File: src/rtl/aca_var_latency_adder.sv
// aca_var_latency_adder: almost-correct adder with a ripple-group correction path behind valid/ready.
// Define ACA_ERR_COUNT_EN to add the saturating err_count output.
module aca_var_latency_adder #(
    parameter int WIDTH  = 16,
    parameter int WINDOW = 4
) (
    input  logic             clk,
    input  logic             rst_n,
    input  logic             in_valid,
    output logic             in_ready,
    input  logic [WIDTH-1:0] a,
    input  logic [WIDTH-1:0] b,
    input  logic             cin,
    output logic             out_valid,
    input  logic             out_ready,
    output logic [WIDTH-1:0] sum,
    output logic             cout,
    output logic             err_flag
`ifdef ACA_ERR_COUNT_EN
    ,
    output logic [15:0]      err_count
`endif
);
    localparam int K    = WINDOW - 1;
    localparam int NGRP = WIDTH / WINDOW;
    localparam int CW   = NGRP > 1 ? $clog2(NGRP) : 1;

    typedef enum logic [1:0] {IDLE, SPEC, CORR, HOLD} state_t;

    state_t            state_q, state_d;
    logic [WIDTH-1:0]  a_q, a_d, b_q, b_d, sum_q, sum_d;
    logic              cin_q, cin_d, cout_q, cout_d, err_q, err_d, cy_q, cy_d;
    logic [CW-1:0]     grp_q, grp_d;
    logic [WIDTH-1:0]  p, g;
    logic [WIDTH:0]    cs;
    logic              err;
    logic [WINDOW:0]   gsum;

    // Each carry only sees the K bits below it; cin joins when the window reaches bit 0.
    function automatic logic [WIDTH:0] spec_carry(logic [WIDTH-1:0] pp, gg, logic c0);
        logic [WIDTH:0] r;
        logic           c;
        r    = '0;
        r[0] = c0;
        for (int i = 1; i <= WIDTH; i++) begin
            c = (i <= K) ? c0 : 1'b0;
            for (int j = 0; j < i; j++)
                if (j >= i - K) c = gg[j] | (pp[j] & c);
            r[i] = c;
        end
        return r;
    endfunction

    // A full-window propagate run not anchored at bit 0 may hide a longer carry chain.
    function automatic logic spec_err(logic [WIDTH-1:0] pp);
        logic e;
        e = 1'b0;
        for (int i = K + 1; i <= WIDTH; i++) e = e | (&pp[i-1 -: K]);
        return e;
    endfunction

    always_comb begin
        p    = a_q ^ b_q;
        g    = a_q & b_q;
        cs   = spec_carry(p, g, cin_q);
        err  = spec_err(p);
        gsum = {1'b0, a_q[int'(grp_q)*WINDOW +: WINDOW]}
             + {1'b0, b_q[int'(grp_q)*WINDOW +: WINDOW]}
             + {{WINDOW{1'b0}}, cy_q};
    end

    always_comb begin
        state_d = state_q;
        a_d     = a_q;
        b_d     = b_q;
        cin_d   = cin_q;
        sum_d   = sum_q;
        cout_d  = cout_q;
        err_d   = err_q;
        cy_d    = cy_q;
        grp_d   = grp_q;
        case (state_q)
            IDLE: if (in_valid) begin
                a_d     = a;
                b_d     = b;
                cin_d   = cin;
                state_d = SPEC;
            end
            SPEC: if (!err) begin
                sum_d   = p ^ cs[WIDTH-1:0];
                cout_d  = cs[WIDTH];
                err_d   = 1'b0;
                state_d = HOLD;
            end else begin
                grp_d   = '0;
                cy_d    = cin_q;
                state_d = CORR;
            end
            CORR: begin
                sum_d[int'(grp_q)*WINDOW +: WINDOW] = gsum[WINDOW-1:0];
                cy_d  = gsum[WINDOW];
                grp_d = grp_q + CW'(1);
                if (grp_q == CW'(NGRP - 1)) begin
                    cout_d  = gsum[WINDOW];
                    err_d   = 1'b1;
                    state_d = HOLD;
                end
            end
            default: if (out_ready) state_d = IDLE;
        endcase
    end

    always_ff @(posedge clk or negedge rst_n) begin
        if (!rst_n) begin
            state_q <= IDLE;
            a_q     <= '0;
            b_q     <= '0;
            cin_q   <= 1'b0;
            sum_q   <= '0;
            cout_q  <= 1'b0;
            err_q   <= 1'b0;
            cy_q    <= 1'b0;
            grp_q   <= '0;
        end else begin
            state_q <= state_d;
            a_q     <= a_d;
            b_q     <= b_d;
            cin_q   <= cin_d;
            sum_q   <= sum_d;
            cout_q  <= cout_d;
            err_q   <= err_d;
            cy_q    <= cy_d;
            grp_q   <= grp_d;
        end
    end

`ifdef ACA_ERR_COUNT_EN
    logic [15:0] cnt_q, cnt_d;
    assign cnt_d     = (state_q == SPEC && err && cnt_q != 16'hFFFF) ? cnt_q + 16'd1 : cnt_q;
    assign err_count = cnt_q;
    always_ff @(posedge clk or negedge rst_n) begin
        if (!rst_n) cnt_q <= '0;
        else        cnt_q <= cnt_d;
    end
`endif

    assign in_ready  = state_q == IDLE;
    assign out_valid = state_q == HOLD;
    assign sum       = sum_q;
    assign cout      = cout_q;
    assign err_flag  = err_q;
endmodule
File: config.mk
export PLATFORM = sky130hd
export DESIGN_NAME = aca_var_latency_adder
export DESIGN_NICKNAME = d
export VERILOG_FILES = /design/src/rtl/aca_var_latency_adder.sv
export SDC_FILE = /design/constraint.sdc
export NUM_CORES = 1
export LEC_CHECK = 0
export BUFFER_PORTS_ARGS = -buffer_cell sky130_fd_sc_hd__buf_4
export CORE_MARGIN = 8
export CORE_UTILIZATION = 45
export DETAILED_ROUTE_END_ITERATION = 8
export PLACE_DENSITY = 0.65
export SLEW_MARGIN = 20
export SYNTH_ARGS = -nofsm -noshare
export SYNTH_HDL_FRONTEND = slang
export SYNTH_SLANG_ARGS = --single-unit
File: constraint.sdc
create_clock -name clk -period 4.45 [get_ports clk]
set_input_delay 0.89 -clock clk [delete_from_list [all_inputs] [get_ports clk]]
set_output_delay 0.89 -clock clk [all_outputs]
set_load 0.1 [all_outputs]
# [Word level (Yosys, flattened, before mapping)]
# Index checks and enable logic that the tools add are counted.
# Widths: inputs -> output; s select.
[totals] reg_bits=56 input_bits=37 output_inout_bits=20
[classes] add_sub_neg=4 n_eq_ne=8 shift=4 muxes=18 n_bitwise=73 reduce_logical=21
[op_table] cell="$reduce_and 3->1" count=15
[op_table] cell="$or 1x1->1" count=41
[op_table] cell="$neg 4->33" count=1
[op_table] cell="$shift 4x33->16 const A" count=1
[op_table] cell="$shiftx 4x33->16" count=1
[op_table] cell="$pmux 16 s2" count=1
[op_table] cell="$shiftx 16x5->4" count=2
[op_table] cell="$xor 16x16->16" count=2
[op_table] cell="$and 1x1->1" count=29
[op_table] cell="$and 16x16->16" count=1
[op_table] cell="$bwmux 16" count=1
[op_table] cell="$mux 16" count=1
[op_table] cell="$mux 2" count=4
[op_table] cell="$ne 2x2->1 const B" count=4
[op_table] cell="$eq 2x2->1 const B" count=3
[op_table] cell="$mux 1" count=6
[op_table] cell="$pmux 1 s2" count=3
[op_table] cell="$pmux 2 s3" count=1
[op_table] cell="$reduce_and 2->1" count=3
[op_table] cell="$add 4x4->5" count=1
[op_table] cell="$add 5x1->5" count=1
[op_table] cell="$pmux 2 s2" count=1
[op_table] cell="$reduce_bool 4->1" count=1
[op_table] cell="$add 2x1->2 const B" count=1
[op_table] cell="other kinds (3)" count=3

# [Longest topological paths before layout]
[logic_depth] word_depth=16 depth_mapped=11

# [Worst setup path after synthesis]
# OpenSTA, ideal clock, no wires.
[synth_path] path_kind="register to register" startpoint="register grp_q[0]" endpoint="register sum_q[1], in the netlist sum[1]" setup_time_ps=69 t_arrival_ps=2968 required_time_ps=4381 slack_ps=1413 stages_incl_launch_ff=10 period_less_slack_ps=3037 cell_sequence="dfrtp_1 clkbuf_1 mux4_2 fa_1 inv_1 fa_1 o2bb2ai_1 mux2i_1 o21ai_1 o221a_1"
[synth_via] elab_chain_cells=6
[synth_rtl] item="from (decl)" line="33" text="logic [CW-1:0] grp_q, grp_d;"
[synth_rtl] item="from (signal assigned)" line="133" text="grp_q <= grp_d;"
[synth_rtl] item="$shiftx 16x5->4 (on tied branches)" line="67, 68"
[synth_rtl] item="$add 4x4->5" line="68" text="+ {1'b0, b_q[int'(grp_q)*WINDOW +: WINDOW]}"
[synth_rtl] item="$add 5x1->5" line="69" text="+ {{WINDOW{1'b0}}, cy_q};"
[synth_rtl] item="$shiftx 4x33->16" line="100" text="sum_d[int'(grp_q)*WINDOW +: WINDOW] = gsum[WINDOW-1:0];"
[synth_rtl] item="$bwmux 16 (*)" line="100"
[synth_rtl] item="$pmux 16 s2 (*)" line="82" text="case (state_q)"
[synth_rtl] item="to (signal assigned)" line="129" text="sum_q <= sum_d;"
[synth_rtl] item="to (decl)" line="31" text="logic [WIDTH-1:0] a_q, a_d, b_q, b_d, sum_q, sum_d;"
# Mark *: on every way between the ends. The rest lies on a longest branch, timed or not.
# A chain may end at the register's enable or synchronous reset.

# [Final worst setup path]
[layout_path] startpoint="register grp_q[0]" endpoint="register sum_q[11], in the netlist sum[11]"
# Same word-level chain as after synthesis.

==> reports/metrics.yaml <==
floorplan:
  die-area_mm2: 0.0116
  coreArea_mm2: 0.00818
  die_h_um: 108
  ios: 57
  num_rows: 33
  initial_core_util: 0.463
  die_w_um: 108
global_routing:
  grt_pass1_wl_mm: 15.6
  grt_max_degree: 57
  antenna_found_initial: 0
  grt_pass1_vias: 3059
  overflow: 0
  gr-usage-all-layers: 0.166
clock_tree:
  post_cts_buffers: 0
  cts_tree: "built"
  cts_buffers: 5
  cts_repair_resize_count: 0
  cts_root_buf: "clkbuf_8"
  clock_path_buffers: 2
  clk_latency_ns: 0.31
  h-tree-depth: 2
  postCtsHoldBufs: 0
  clk_pin_slew_worst_paths_ns: 0.11
  cts_sinks: 56
yosys:
  avgSynthCellArea_um2: 10.6
  synthCells: 356
  syn_area_mm2: 0.00379
  synth-async-reset-ratio: 1.00
  ys_ff_latch: 56
  synth.net_count: 425
  synth-seq-area-share: 0.370
  synth-main-ff-cell: "dfrtp_1"
  ys_types: 45
  synth_warnings: 0
  synth-edff-count: 0
timing:
  tightest_slew_ns: 0.736
  grt_setup_unrepaired: "no"
  fin_skew_ns: 0.00637
  setup_tns_ns: 0
  slew-limit-headroom: 0.510
  slew_viol_final: 0
  fmax_mhz: 315
  hold_viol_final: 0
  finalWorstPathRequiredPeriod_ns: 3.17
  setup_viol: 0
  min_period_over_period: 0.713
route:
  drc: 0
  wl_mm: 9.41
  via_count: 3051
  dr.pass1.iters: 4
  drtIter0Drc: 101
  avgRoutedWirePerCell_um: 18.4
  vias_per_cell: 5.96
  drtAntennaViolNets: 0
setup_path:
  worstSetupPathType: "flip-flop to flip-flop"
  worstSetupEndpointType: "flip-flop"
  crit_path_max_fanout: 14
  required_ns: 4.66
  worst_ep_arrival_time_ns: 3.38
  cp-start-kind: "flip-flop"
final_layout:
  nFillCells: 752
  area_growth_pct: 15.8
  final_nets: 475
  final_util: 0.536
  drive_gt1_frac: 0.278
  antenna_cells: 0
placement:
  port_buffers: 56
  globalplace.congestion: 0.897
  dp.final_hpwl_mm: 7.20
run_status:
  status: "finished, final reports clean"
hold_path:
  hold_path.class: "flip-flop to flip-flop"
flow_run:
  cap_violations: 0
-- flip-flops by register name (all words and copies together), names as in the netlist --
signal and count:
b_q 16, a_q 16, grp_q 2, cout 1, state_q 2, sum 16
err_flag 1, cy_q 1, cin_q 1
-- area by class of cell --
cell class	count	area [um^2]	share of cell area
well taps	105	131	0.0300
clock buffers	5	68.8	0.0157
repair buffers	59	443	0.101
multi-input cells	265	2240	0.511
inverters	19	71.3	0.0163
flip-flops and latches	56	1400	0.320
clock inverters	3	27.5	0.00628
-- kinds of logic after synthesis --
| logic type | Yosys count | synth area share |
|---|---|---|
| AOI/OAI and AO/OA | 115 | 0.210 |
| xor gates and xnor gates | 15 | 0.0347 |
| adders and majority gates | 32 | 0.116 |
| buffers and inverters | 35 | 0.0377 |
| DFF | 56 | 0.370 |
| muxes | 46 | 0.159 |
| and+or+nand+nor | 57 | 0.0727 |
-- path summary, 6_finish.rpt --
check	from	end	slack, ns	depth (start not counted)
max in group asynchronous	rst_n	sum[5]$_DFFE_PN0P_	3.33	1
worst min-delay path	cin_q$_DFFE_PN0P_	cin_q$_DFFE_PN0P_	0.52	1
worst max-delay path	grp_q[0]$_DFFE_PN0P_	sum[11]$_DFFE_PN0P_	1.28	8
worst max register to register	grp_q[0]$_DFFE_PN0P_	sum[11]$_DFFE_PN0P_	1.28	8
min in group asynchronous	rst_n	sum[9]$_DFFE_PN0P_	0.60	1
worst min register to register	cin_q$_DFFE_PN0P_	cin_q$_DFFE_PN0P_	0.52	1
-- Yosys cell counts (4+ instances only) --
cell       count  area (um^2)
dfrtp_1       56         1400
a31oi_1        7         43.8
inv_1         19         71.3
a22o_1         6         52.6
o21ai_0       11         55.1
fa_1           5          100
ha_1          27          338
mux2_2        34          383
o2bb2ai_1      8         70.1
o21ai_1        4         20.0
a2bb2oi_1      7         61.3
o22ai_1        9         56.3
a21o_1        14          105
nand2_1       17         63.8
nor2_1        22         82.6
mux2i_1        4         40.0
clkbuf_1      10         37.5
o211ai_1       4         30.0
xor2_1         5         43.8
a21oi_1       26          130
xnor2_1       10         87.6
mux4_2         8          180
-- routing by layer --
layer,wire length [um],vias up,share of wire,global-route usage
met4,132,0,0.014,0.0466
li1,-,1429,-,-
met3,537,10,0.057,0.0269
met2,4630,126,0.49,0.280
met5,0,-,0,0
met1,4110,1486,0.44,0.214
-- through the flow --
step / hold WS (ns) / instances / area [um^2] / setup WS [ns]
4_1_cts: 0.528 / 512 / 4390 / 1.26
5_1_grt: 0.542 / 512 / 4390 / 0.993
2_1_floorplan: 0.479 / 356 / 3790 / 1.41
3_3_place_gp: 0.493 / 504 / 4290 / 1.33
3_5_place_dp: 0.503 / 504 / 4290 / 1.28
6_report: 0.523 / 512 / 4390 / 1.28
-- worst max-delay path: stages, from the launching register on --
cell and delay [ns]:
dfrtp_1 0.75, mux4_2 0.60, fa_1 0.42, a21o_1 0.16
a21oi_1 0.16, xor2_1 0.38, a2bb2oi_1 0.27, a21oi_1 0.10
a22o_1 0.22
-- cell usage in the layout (no fill, tap or decap), types with 3 or more instances in the layout --
cell type / n
a21o_1: 14
fa_1: 5
nand3_1: 3
nand2b_1: 3
o21ai_1: 4
dfrtp_1: 56
a21oi_1: 26
o211ai_1: 4
o221ai_1: 3
xnor2_1: 10
a22o_1: 6
mux4_2: 8
mux2_2: 34
o22ai_1: 9
clkbuf_8: 5
xor2_1: 5
buf_4: 59
inv_1: 19
nor2b_1: 3
mux2i_1: 4
a31oi_1: 7
o21ai_0: 11
o221a_1: 3
nor2_1: 22
nand2_1: 17
a21boi_1: 3
ha_1: 27
a2bb2oi_1: 7
o2bb2ai_1: 8
Power is left out: the tool's default activity adds up to more than one toggle a clock period on the data nets, which glitch-free logic cannot reach.
